$ cat src/rtl/flit_serializer_if.sv
`default_nettype none
// ============================================================================
//  Module      : flit_serializer_if
//  Description : Handshake/link bundle between the router crossbar, the
//                flit serializer and the inter-router link wires.
//  Revision    : 1.0 - initial release
// ============================================================================
interface flit_serializer_if #(
    parameter int FLIT_W     = 24,
    parameter int LANES      = 1,
    parameter int FIFO_DEPTH = 2
);
    localparam int CNT_W = $clog2(FIFO_DEPTH) + 1;

    logic              in_valid;
    logic [FLIT_W-1:0] in_flit;
    logic              in_ready;
    logic              channel_busy;
    logic [LANES-1:0]  serial_out;
    logic              tx_active;
    logic              tx_busy;
    logic [CNT_W-1:0]  fifo_count;
    logic              drop_pulse;

    // Crossbar / link side: offers flits and reports link availability
    modport master (
        output in_valid, in_flit, channel_busy,
        input  in_ready, serial_out, tx_active, tx_busy, fifo_count, drop_pulse
    );

    // Serializer side
    modport slave (
        input  in_valid, in_flit, channel_busy,
        output in_ready, serial_out, tx_active, tx_busy, fifo_count, drop_pulse
    );
endinterface
`default_nettype wire

$ cat src/rtl/flit_serializer.sv
`default_nettype none
// ============================================================================
//  Module      : flit_serializer
//  Description : Elastic FIFO plus framing serializer: START beat, LSB-first
//                data beats over LANES wires, optional even-parity beat,
//                STOP beat, then GAP forced idle cycles.
//  Revision    : 1.0 - initial release
// ============================================================================
module flit_serializer #(
    parameter int FLIT_W     = 24,
    parameter int LANES      = 1,
    parameter int FIFO_DEPTH = 2,
    parameter int PARITY_EN  = 0,
    parameter int GAP        = 1
) (
    input  logic              clk,
    input  logic              reset,
    flit_serializer_if.slave  bus
);
    localparam int NB       = FLIT_W / LANES;
    localparam int BEAT_W   = (NB > 1) ? $clog2(NB) : 1;
    localparam int PTR_W    = (FIFO_DEPTH > 1) ? $clog2(FIFO_DEPTH) : 1;
    localparam int CNT_W    = $clog2(FIFO_DEPTH) + 1;
    localparam int GAP_W    = (GAP > 1) ? $clog2(GAP) : 1;
    localparam int GAP_LAST = (GAP > 0) ? GAP - 1 : 0;

    localparam logic [BEAT_W-1:0] C_BEAT_LAST = BEAT_W'(NB - 1);
    localparam logic [GAP_W-1:0]  C_GAP_LAST  = GAP_W'(GAP_LAST);
    localparam logic [PTR_W-1:0]  C_PTR_LAST  = PTR_W'(FIFO_DEPTH - 1);
    localparam logic [CNT_W-1:0]  C_DEPTH     = CNT_W'(FIFO_DEPTH);

    typedef enum logic [2:0] {
        S_IDLE   = 3'd0,
        S_START  = 3'd1,
        S_DATA   = 3'd2,
        S_PARITY = 3'd3,
        S_STOP   = 3'd4,
        S_GAP    = 3'd5
    } state_t;

    // ------------------------------------------------------------------
    // Input FIFO
    // ------------------------------------------------------------------
    logic [FLIT_W-1:0] mem_q [FIFO_DEPTH];
    logic [PTR_W-1:0]  wr_ptr_q, rd_ptr_q;
    logic [CNT_W-1:0]  count_q;
    logic              in_ready;
    logic              push;
    logic              pop;
    logic [FLIT_W-1:0] head;

    // Ready looks only at the registered count, so a pop never frees a slot
    // for a push in the same cycle.
    assign in_ready = (count_q < C_DEPTH);
    assign push     = bus.in_valid & in_ready;
    assign head     = mem_q[rd_ptr_q];

    // FIFO storage write; contents need no reset, pointers define validity
    always_ff @(posedge clk) begin
        if (push) begin
            mem_q[wr_ptr_q] <= bus.in_flit;
        end
    end

    // FIFO pointers and occupancy
    always_ff @(posedge clk) begin
        if (reset) begin
            wr_ptr_q <= '0;
            rd_ptr_q <= '0;
            count_q  <= '0;
        end else begin
            if (push) begin
                wr_ptr_q <= (wr_ptr_q == C_PTR_LAST) ? '0 : wr_ptr_q + 1'b1;
            end
            if (pop) begin
                rd_ptr_q <= (rd_ptr_q == C_PTR_LAST) ? '0 : rd_ptr_q + 1'b1;
            end
            case ({push, pop})
                2'b10:   count_q <= count_q + 1'b1;
                2'b01:   count_q <= count_q - 1'b1;
                default: count_q <= count_q;
            endcase
        end
    end

    // ------------------------------------------------------------------
    // Framing FSM
    // ------------------------------------------------------------------
    state_t            state_q, state_d;
    logic [FLIT_W-1:0] shift_q, shift_d;
    logic              parity_q, parity_d;
    logic [BEAT_W-1:0] beat_q, beat_d;
    logic [GAP_W-1:0]  gap_q, gap_d;
    logic              start_ok;
    logic              begin_frame;

    // channel_busy only gates the launch of a frame, never an ongoing one
    assign start_ok = (count_q != '0) & ~bus.channel_busy;

    // FSM and datapath registers
    always_ff @(posedge clk) begin
        if (reset) begin
            state_q  <= S_IDLE;
            shift_q  <= '0;
            parity_q <= 1'b0;
            beat_q   <= '0;
            gap_q    <= '0;
        end else begin
            state_q  <= state_d;
            shift_q  <= shift_d;
            parity_q <= parity_d;
            beat_q   <= beat_d;
            gap_q    <= gap_d;
        end
    end

    // Next-state logic; a frame launch pops the head into the shift register
    always_comb begin
        state_d     = state_q;
        shift_d     = shift_q;
        parity_d    = parity_q;
        beat_d      = beat_q;
        gap_d       = gap_q;
        begin_frame = 1'b0;
        case (state_q)
            S_IDLE: begin
                if (start_ok) begin
                    begin_frame = 1'b1;
                end
            end
            S_START: begin
                state_d = S_DATA;
            end
            S_DATA: begin
                shift_d = shift_q >> LANES;
                if (beat_q == C_BEAT_LAST) begin
                    state_d = (PARITY_EN != 0) ? S_PARITY : S_STOP;
                end else begin
                    beat_d = beat_q + 1'b1;
                end
            end
            S_PARITY: begin
                state_d = S_STOP;
            end
            S_STOP: begin
                if (GAP > 0) begin
                    state_d = S_GAP;
                    gap_d   = '0;
                end else if (start_ok) begin
                    begin_frame = 1'b1;
                end else begin
                    state_d = S_IDLE;
                end
            end
            S_GAP: begin
                if (gap_q == C_GAP_LAST) begin
                    state_d = S_IDLE;
                end else begin
                    gap_d = gap_q + 1'b1;
                end
            end
            default: begin
                state_d = S_IDLE;
            end
        endcase
        if (begin_frame) begin
            state_d  = S_START;
            shift_d  = head;
            parity_d = ^head;
            beat_d   = '0;
        end
    end

    assign pop = begin_frame;

    // ------------------------------------------------------------------
    // Link outputs decoded from the registered state
    // ------------------------------------------------------------------
    logic [LANES-1:0] serial;
    logic             active;

    // Beat decode; lanes are held low whenever no frame is on the wire
    always_comb begin
        serial = '0;
        active = 1'b0;
        case (state_q)
            S_START: begin
                serial = '1;
                active = 1'b1;
            end
            S_DATA: begin
                serial = shift_q[LANES-1:0];
                active = 1'b1;
            end
            S_PARITY: begin
                serial[0] = parity_q;
                active    = 1'b1;
            end
            S_STOP: begin
                serial = '1;
                active = 1'b1;
            end
            default: begin
                serial = '0;
                active = 1'b0;
            end
        endcase
    end

    assign bus.in_ready   = in_ready;
    assign bus.serial_out = serial;
    assign bus.tx_active  = active;
    assign bus.tx_busy    = active | bus.channel_busy;
    assign bus.fifo_count = count_q;
    assign bus.drop_pulse = bus.in_valid & ~in_ready;

endmodule
`default_nettype wire

$ cat src/flat_wrapper.sv
// flat-port wrapper written by rule: the top's interface ports become plain ports
module flit_serializer_flat 
#(
    parameter int FLIT_W     = 24,
    parameter int LANES      = 1,
    parameter int FIFO_DEPTH = 2,
    parameter int PARITY_EN  = 0,
    parameter int GAP        = 1
)
  (clk, reset, bus_in_valid, bus_in_flit, bus_channel_busy, bus_in_ready, bus_serial_out, bus_tx_active, bus_tx_busy, bus_fifo_count, bus_drop_pulse);
  flit_serializer_if #(.FLIT_W(FLIT_W), .LANES(LANES), .FIFO_DEPTH(FIFO_DEPTH)) bus_i ();
  input  logic clk;
  input  logic reset;
  input wire logic [$bits(bus_i.in_valid)-1:0] bus_in_valid;
  input wire logic [$bits(bus_i.in_flit)-1:0] bus_in_flit;
  input wire logic [$bits(bus_i.channel_busy)-1:0] bus_channel_busy;
  output wire logic [$bits(bus_i.in_ready)-1:0] bus_in_ready;
  output wire logic [$bits(bus_i.serial_out)-1:0] bus_serial_out;
  output wire logic [$bits(bus_i.tx_active)-1:0] bus_tx_active;
  output wire logic [$bits(bus_i.tx_busy)-1:0] bus_tx_busy;
  output wire logic [$bits(bus_i.fifo_count)-1:0] bus_fifo_count;
  output wire logic [$bits(bus_i.drop_pulse)-1:0] bus_drop_pulse;
  assign bus_i.in_valid = bus_in_valid;
  assign bus_i.in_flit = bus_in_flit;
  assign bus_i.channel_busy = bus_channel_busy;
  assign bus_in_ready = bus_i.in_ready;
  assign bus_serial_out = bus_i.serial_out;
  assign bus_tx_active = bus_i.tx_active;
  assign bus_tx_busy = bus_i.tx_busy;
  assign bus_fifo_count = bus_i.fifo_count;
  assign bus_drop_pulse = bus_i.drop_pulse;
  flit_serializer #(.FLIT_W(FLIT_W), .LANES(LANES), .FIFO_DEPTH(FIFO_DEPTH), .PARITY_EN(PARITY_EN), .GAP(GAP)) u_core (.clk(clk), .reset(reset), .bus(bus_i));
endmodule
$ cat config.mk
export PLATFORM = sky130hd
export DESIGN_NAME = flit_serializer_flat
export DESIGN_NICKNAME = d
export VERILOG_FILES = /design/src/rtl/flit_serializer_if.sv /design/src/rtl/flit_serializer.sv /design/src/flat_wrapper.sv
export SDC_FILE = /design/constraint.sdc
export NUM_CORES = 1
export LEC_CHECK = 0
export CAP_MARGIN = 15
export CELL_PAD_IN_SITES_DETAIL_PLACEMENT = 1
export CELL_PAD_IN_SITES_GLOBAL_PLACEMENT = 2
export CORE_UTILIZATION = 40
export CTS_BUF_LIST = sky130_fd_sc_hd__clkbuf_2
export DETAILED_ROUTE_END_ITERATION = 10
export PLACE_DENSITY = 0.85
export SKIP_CTS_REPAIR_TIMING = 1
export SYNTH_ARGS = -nofsm -noshare
export SYNTH_HDL_FRONTEND = slang
export SYNTH_SLANG_ARGS = --single-unit
export TNS_END_PERCENT = 50
$ cat constraint.sdc
create_clock -name clk -period 2.43 [get_ports clk]
set_input_delay 0.6075 -clock clk [delete_from_list [all_inputs] [get_ports clk]]
set_output_delay 0.6075 -clock clk [all_outputs]
set_load 0.01 [all_outputs]
==> results.sh, run 1 <==
export IMPL_floorplan_die_area_um2=9550
export IMPL_place_ws_ns=0.0341
export IMPL_tightest_slew_ns=0.402
export IMPL_register_area_um2=2210
export IMPL_setup_worst_path_start="u_core.state_q[0]$_SDFFE_PP0P_"
export IMPL_grt_use_total=0.158
export IMPL_cts_buffer_depth=2
export IMPL_crit_slowest_cell="clkdlybuf4s50_1"
export IMPL_worst_setup_path_end_kind="primary output"
export IMPL_critPathMaxStageDelay_ns=0.47
export IMPL_regToRegSetupSlack_ns=0.34
export IMPL_path_depth=4
export IMPL_ioPinCount=35
export IMPL_path_delay_family="buffers and inverters"
export IMPL_min_period_over_period=1.01
export IMPL_sw_frac_of_total=0.333
export IMPL_power_frac_clock=0.167
export IMPL_synth_nets=325
export IMPL_grt_pass1_wl_um=11800
export IMPL_finalSetupTns_ns=-0.0126
export IMPL_hold_violations=0
export IMPL_p_int_mw=3.25
export IMPL_crit_required_ns=1.82
export IMPL_grt_overflow=0
export IMPL_ys_seq_area_frac=0.601
export IMPL_cts_htree_levels=3
export IMPL_crit_type="register to primary output"
export IMPL_r2r_cells=6
export IMPL_cts_buffers=9
export IMPL_rsz0062_at_grt="yes"
export IMPL_cp_arrival_ns=1.84
export IMPL_grt_antenna_before_repair=0
export IMPL_post_route_drc_count=4
export IMPL_setup_viol=1
export IMPL_violations="design-rule violations, negative setup slack"
export IMPL_layout_drive_gt1_share=0.101
export IMPL_p_seq_frac=0.425
export IMPL_cts_sinks=86
export IMPL_dp_cells=429
export IMPL_clk_latency_ns=0.49
export IMPL_synthCells=295
export IMPL_ys_warn_count=0
export IMPL_wl_um=6760
export IMPL_synth_area_leaders="edfxtp_1 (39%), dfxtp_1 (21%), mux2i_1 (9.3%)"
export IMPL_slew_headroom=0.732
export IMPL_p_switching_mw=1.62
export IMPL_fin_skew_ns=0.0159
export IMPL_hp_class="register to register"
export IMPL_wl_per_cell_um=15.2
export IMPL_start_kind="register"
export IMPL_post_route_min_period_ns=2.44
export IMPL_cts_tree="done"
export IMPL_antenna_diode_count=0
export IMPL_powerDensity_nw_per_um2=1130
export IMPL_fin_ws_ns=-0.0126
export IMPL_hpwl_um=4510
export IMPL_multi_input_area_um2=1370
export IMPL_final_util=0.491
export IMPL_drv_cap=0
export IMPL_synth_top_cell_by_area="edfxtp_1"
export IMPL_comb_power_share=0.409
export IMPL_yosys_area_top_type_share=0.393
export IMPL_clk_pin_slew_ns=0.23
export IMPL_synth_distinct_cells=34
export IMPL_drt_iter0_drc=70
export IMPL_die_h_um=97.7
export IMPL_r2r_end="u_core.parity_q$_SDFFE_PP0P_"
export IMPL_synth_area_um2=3660
export IMPL_syn2layout_area_growth_pct=17.9
export IMPL_fillers=933
export IMPL_fin_cells=445
export IMPL_worstPathBufferInverterCount=1
export IMPL_io_buffers=34
export IMPL_drtPass1Iterations=9
export IMPL_p_leak_nw=1.51
export IMPL_fin_nets=362
export IMPL_irDropWorstVdd_mv=0.491
export IMPL_crit_chain="nor2_2, xnor2_1, or2_2, clkdlybuf4s50_1"
export IMPL_crit_end="bus_tx_busy"
export IMPL_synth_seq_cells=86
export IMPL_grt_pass1_vias=2454
export IMPL_holdWs_ns=0.497
export IMPL_die_w_um=97.7
export IMPL_ant_nets=0
export IMPL_status="finished, violations left"
export IMPL_slew_viol_final=0
export IMPL_synth_avg_cell_area_um2=12.4
export IMPL_rows=34
export IMPL_grt_max_degree=39
export IMPL_initial_core_util=0.416
export IMPL_max_freq_mhz=409
export IMPL_critical_path_max_fanout=5
export IMPL_vias=2282
export IMPL_vias_per_cell=5.13
export IMPL_gp_congestion=0.654
export IMPL_coreArea_um2=8810
export IMPL_cts_root_buf="clkbuf_2"
routing by layer:
layer  vias to the layer above  share of wire  global-route usage  wire length, um
li1                       1136              -                   -                -
met1                      1107           0.47               0.198             3200
met2                        34           0.49               0.271             3300
met3                         5          0.026              0.0302              178
met4                         0          0.011              0.0594               77
met5                         -              0                   0                0
worst reg2reg max path, cell delays in order (launching register included):
cell	delay, ns
dfxtp_2	0.47
buf_12	0.25
mux2i_1	0.29
xnor2_1	0.13
xnor2_1	0.23
xnor3_1	0.45
a211oi_2	0.21
registers in the layout, indices dropped and copies added, names as in the netlist, named ones only:
| signal | count |
|---|---|
| u_core.mem_q | 48 |
| u_core.shift_q | 24 |
| u_core.beat_q | 5 |
| u_core.state_q | 3 |
| u_core.bus.fifo_count | 2 |
| u_core.parity_q | 1 |
| u_core.rd_ptr_q | 1 |
| u_core.wr_ptr_q | 1 |
cells in the mapped netlist, drive strengths merged:
cell    instances
nor2           53
edfxtp         48
dfxtp          38
mux2i          34
xor2           23
a221oi         22
xnor2          17
buf            10
clkbuf          7
nor3            6
a211oi          4
a21oi           4
nand2           4
nor2b           3
o21ai           3
and2            2
ha              2
inv             2
nand2b          2
nand4           2
a22oi           1
and3            1
mux2            1
nand3b          1
nand4b          1
nor4            1
or2             1
or3             1
xnor3           1
stage by stage:
step                power (mW)  area (um^2)
detailed placement        4.11         4180
global placement          4.06         4180
finish                    4.87         4320
floorplan                 3.54         3660
global route              5.20         4320
CTS                       4.93         4310
worst min path at each step:
| stage | endpoint | slack [ns] | cells after the start | start |
|---|---|---|---|---|
| 2_1_floorplan | u_core.shift_q[23]$_SDFFE_PP0P_ | 0.46 | 2 | u_core.shift_q[23]$_SDFFE_PP0P_ |
| 3_3_place_gp | u_core.shift_q[23]$_SDFFE_PP0P_ | 0.47 | 2 | u_core.shift_q[23]$_SDFFE_PP0P_ |
| 3_5_place_dp | u_core.shift_q[23]$_SDFFE_PP0P_ | 0.48 | 2 | u_core.shift_q[23]$_SDFFE_PP0P_ |
| 4_1_cts | u_core.shift_q[23]$_SDFFE_PP0P_ | 0.50 | 2 | u_core.shift_q[23]$_SDFFE_PP0P_ |
| 5_1_grt | u_core.shift_q[23]$_SDFFE_PP0P_ | 0.55 | 2 | u_core.shift_q[23]$_SDFFE_PP0P_ |
| 6_report | u_core.shift_q[23]$_SDFFE_PP0P_ | 0.50 | 2 | u_core.shift_q[23]$_SDFFE_PP0P_ |
cell families after synthesis:
logic type	after synthesis	synth area share
adder cells (fa/ha/maj)	2	0.00683
multiplexers	35	0.0959
AO/OA/AOI/OAI	34	0.0737
AND/OR/NAND/NOR	78	0.0932
buffers and inverters	19	0.0256
XOR/XNOR	41	0.104
flip-flops	86	0.601
layout make-up:
| class | instances | area share |
|---|---|---|
| Timing Repair Buffer | 43 | 0.107 |
| Sequential cell | 86 | 0.511 |
| Tap cell | 108 | 0.0313 |
| Clock buffer | 12 | 0.0139 |
| Clock inverter | 4 | 0.0165 |
| Multi-Input combinational cell | 190 | 0.318 |
| Inverter | 2 | 0.00174 |
power by group through the flow:
stage	Combinational [mW]	Sequential, mW	Clock (mW)
floorplan	1.51	2.04	0
global placement	1.98	2.08	0
detailed placement	2.01	2.10	0
CTS	2.03	2.07	0.839
global route	2.19	2.11	0.905
finish	1.99	2.07	0.812
cells in the final DEF, fill, tap and decap left out, drive strengths merged, types with 6 or more instances in the layout:
cell type	instances
xnor2	17
mux2i	34
nor3	6
edfxtp	48
dfxtp	38
nor2	53
a221oi	22
clkdlybuf4s50	32
xor2	23
clkbuf	12
buf	9
No activity file was read; power rests on OpenSTA's default activity.
==> run 2, diff against run 1 <==
--- a/config.mk
+++ b/config.mk
@@ -5,13 +5,14 @@
 export SDC_FILE = /design/constraint.sdc
 export NUM_CORES = 1
 export LEC_CHECK = 0
+export ABC_AREA = 1
 export CAP_MARGIN = 15
 export CELL_PAD_IN_SITES_DETAIL_PLACEMENT = 1
 export CELL_PAD_IN_SITES_GLOBAL_PLACEMENT = 2
-export CORE_UTILIZATION = 40
+export CORE_UTILIZATION = 35
 export CTS_BUF_LIST = sky130_fd_sc_hd__clkbuf_2
 export DETAILED_ROUTE_END_ITERATION = 10
-export PLACE_DENSITY = 0.85
+export PLACE_DENSITY_LB_ADDON = 0.1
 export SKIP_CTS_REPAIR_TIMING = 1
 export SYNTH_ARGS = -nofsm -noshare
 export SYNTH_HDL_FRONTEND = slang
==> run 2 against run 1 <==
Net effect:
- the run still ends with design-rule violations, negative setup slack left
- synthesized cell count is 92% higher
- final cell count is 69% higher
- largest power group unchanged
- core utilization is 6.8 points lower
- sequential power is 7% lower
- register-to-register slack gained 0.16 ns
- area after synthesis grew 15%
- total power down 7.3%
- largest cell class unchanged
- clock-buffer cell count decreased by 3
- global-route usage up 1.6 points
- clock skew increased by 0.0092 ns
==> results.sh, run 2 <==
export IMPL_initial_core_util=0.363
export IMPL_rows=39
export IMPL_place_ws_ns=0.0331
export IMPL_slew_viol_final=0
export IMPL_gp_congestion=0.722
export IMPL_coreArea_um2=11600
export IMPL_crit_slowest_cell="clkdlybuf4s50_1"
export IMPL_hold_violations=0
export IMPL_ioPinCount=35
export IMPL_violations="design-rule violations, negative setup slack"
export IMPL_fin_nets=634
export IMPL_drv_cap=0
export IMPL_irDropWorstVdd_mv=0.447
export IMPL_dpl_cell_area_um2=4750
export IMPL_post_route_min_period_ns=2.54
export IMPL_cts_root_buf="clkbuf_2"
export IMPL_fin_skew_ns=0.0250
export IMPL_fin_ws_ns=-0.108
export IMPL_vias_per_cell=4.78
export IMPL_grt_pass1_vias=3688
export IMPL_wl_um=10000
export IMPL_hp_class="register to register"
export IMPL_synth_distinct_cells=22
export IMPL_io_buffers=34
export IMPL_slew_headroom=0.692
export IMPL_hpwl_um=7300
export IMPL_die_h_um=112
export IMPL_synth_avg_cell_area_um2=7.42
export IMPL_cts_tree="done"
export IMPL_clk_pin_slew_ns=0.23
export IMPL_grt_antenna_before_repair=0
export IMPL_antenna_diode_count=0
export IMPL_p_leak_nw=2.19
export IMPL_largest_register_ffs=48
export IMPL_synth_area_leaders="edfxtp_1 (34%), nand2_1 (28%), dfxtp_1 (18%)"
export IMPL_cts_buffers=9
export IMPL_final_common_cell="nand2_1"
export IMPL_crit_chain="inv_1, nor3_2, a21oi_1, nand2_1, clkdlybuf4s50_1"
export IMPL_dp_cells=735
export IMPL_regMostFlops="u_core.mem_q"
export IMPL_die_w_um=112
export IMPL_wl_per_cell_um=13.3
export IMPL_powerDensity_nw_per_um2=925
export IMPL_clk_latency_ns=0.59
export IMPL_critPathMaxStageDelay_ns=0.53
export IMPL_worst_setup_path_end_kind="primary output"
export IMPL_cts_buffer_depth=2
export IMPL_post_route_drc_count=6
export IMPL_netlist_top_cells_count="nand2_1 (316), inv_1 (58), edfxtp_1 (48), dfxtp_1 (38), a31oi_1 (23)"
export IMPL_finalSetupTns_ns=-0.163
export IMPL_ant_nets=0
export IMPL_vias=3597
export IMPL_top_regs="u_core.mem_q x48, u_core.shift_q x24, u_core.beat_q x5"
export IMPL_layout_drive_gt1_share=0.0706
export IMPL_grt_overflow=0
export IMPL_synth_nets=596
export IMPL_fin_cells=752
export IMPL_grt_use_total=0.174
export IMPL_yosys_area_top_type_share=0.343
export IMPL_drtPass1Iterations=7
export IMPL_synth_area_um2=4200
export IMPL_crit_type="register to primary output"
export IMPL_final_area_um2=4880
export IMPL_critical_path_max_fanout=4
export IMPL_final_util=0.422
export IMPL_cts_htree_levels=3
export IMPL_syn2layout_area_growth_pct=16.2
export IMPL_drt_iter0_drc=133
export IMPL_status="finished, violations left"
export IMPL_yosysMostFrequentCell="nand2_1"
export IMPL_crit_required_ns=1.82
export IMPL_start_kind="register"
export IMPL_synthArstFlopShare=0
export IMPL_synthCells=566
export IMPL_synth_seq_cells=86
export IMPL_ys_seq_area_frac=0.524
export IMPL_tightest_slew_ns=0.459
export IMPL_synth_edff_count=48
export IMPL_grt_pass1_wl_um=16900
export IMPL_grt_max_degree=53
export IMPL_synth_top_cell_by_area="edfxtp_1"
export IMPL_rsz0062_at_grt="yes"
export IMPL_final_cell_mix="nand2_1 (316), inv_1 (58), edfxtp_1 (48)"
export IMPL_floorplan_die_area_um2=12400
export IMPL_setup_viol=2
export IMPL_cts_sinks=86
export IMPL_ys_warn_count=0
export IMPL_min_period_over_period=1.04
export IMPL_cp_arrival_ns=1.93
export IMPL_max_freq_mhz=394
export IMPL_synth_flop_cell="edfxtp_1"
## run 2: path summary, 6_finish.rpt
kind,endpoint,depth (start not counted),start,slack (ns)
max,bus_tx_active,5,u_core.state_q[2]$_SDFFE_PP0P_,-0.11
min,register,2,u_core.rd_ptr_q$_SDFFE_PP0P_,0.48
max reg2reg,u_core.parity_q$_SDFFE_PP0P_,15,register,0.50
min reg2reg,register,2,u_core.rd_ptr_q$_SDFFE_PP0P_,0.48
## run 2: cell families after synthesis
kind of cell,share of synthesized area
buffers and inverters,0.0810
AOI/OAI and AO/OA,0.0712
adders and majority gates,0.00596
and+or+nand+nor,0.318
DFF,0.524
## run 2: through the flow
stage / total power, mW / hold WS (ns)
after floorplan: 3.24 / 0.441
after global placement: 3.76 / 0.453
after detailed placement: 3.85 / 0.470
after CTS: 4.60 / 0.475
after global routing: 4.91 / 0.492
final: 4.51 / 0.481
## run 2: layout make-up
| type | count | area (um^2) |
|---|---|---|
| clock buffer | 9 | 45.0 |
| tap | 143 | 179 |
| fill | 1436 | 6680 |
| inverter | 61 | 229 |
| clock inverter | 7 | 65.1 |
| multi-input combinational | 400 | 1670 |
| timing repair buffer | 46 | 485 |
| sequential | 86 | 2210 |
## run 2: layer usage
metal	track usage	share of wire	up-vias
li1	-	-	1845
met1	0.201	0.46	1711
met2	0.310	0.50	33
met3	0.0539	0.029	8
met4	0.0459	0.011	0
met5	0	0	-
## run 2: worst max-delay path: cells and delay by family, from the launching register on
kind,cells,cell delay [ns]
buffers and inverters,2,0.61
DFF,1,0.39
and+or+nand+nor,2,0.26
AOI/OAI and AO/OA,1,0.09
## run 2: power by group
| part | switching [mW] | total (mW) | internal [mW] |
|---|---|---|---|
| logic | 1.21 | 1.85 | 0.642 |
| registers | 0.131 | 1.93 | 1.80 |
| clock network | 0.505 | 0.733 | 0.228 |
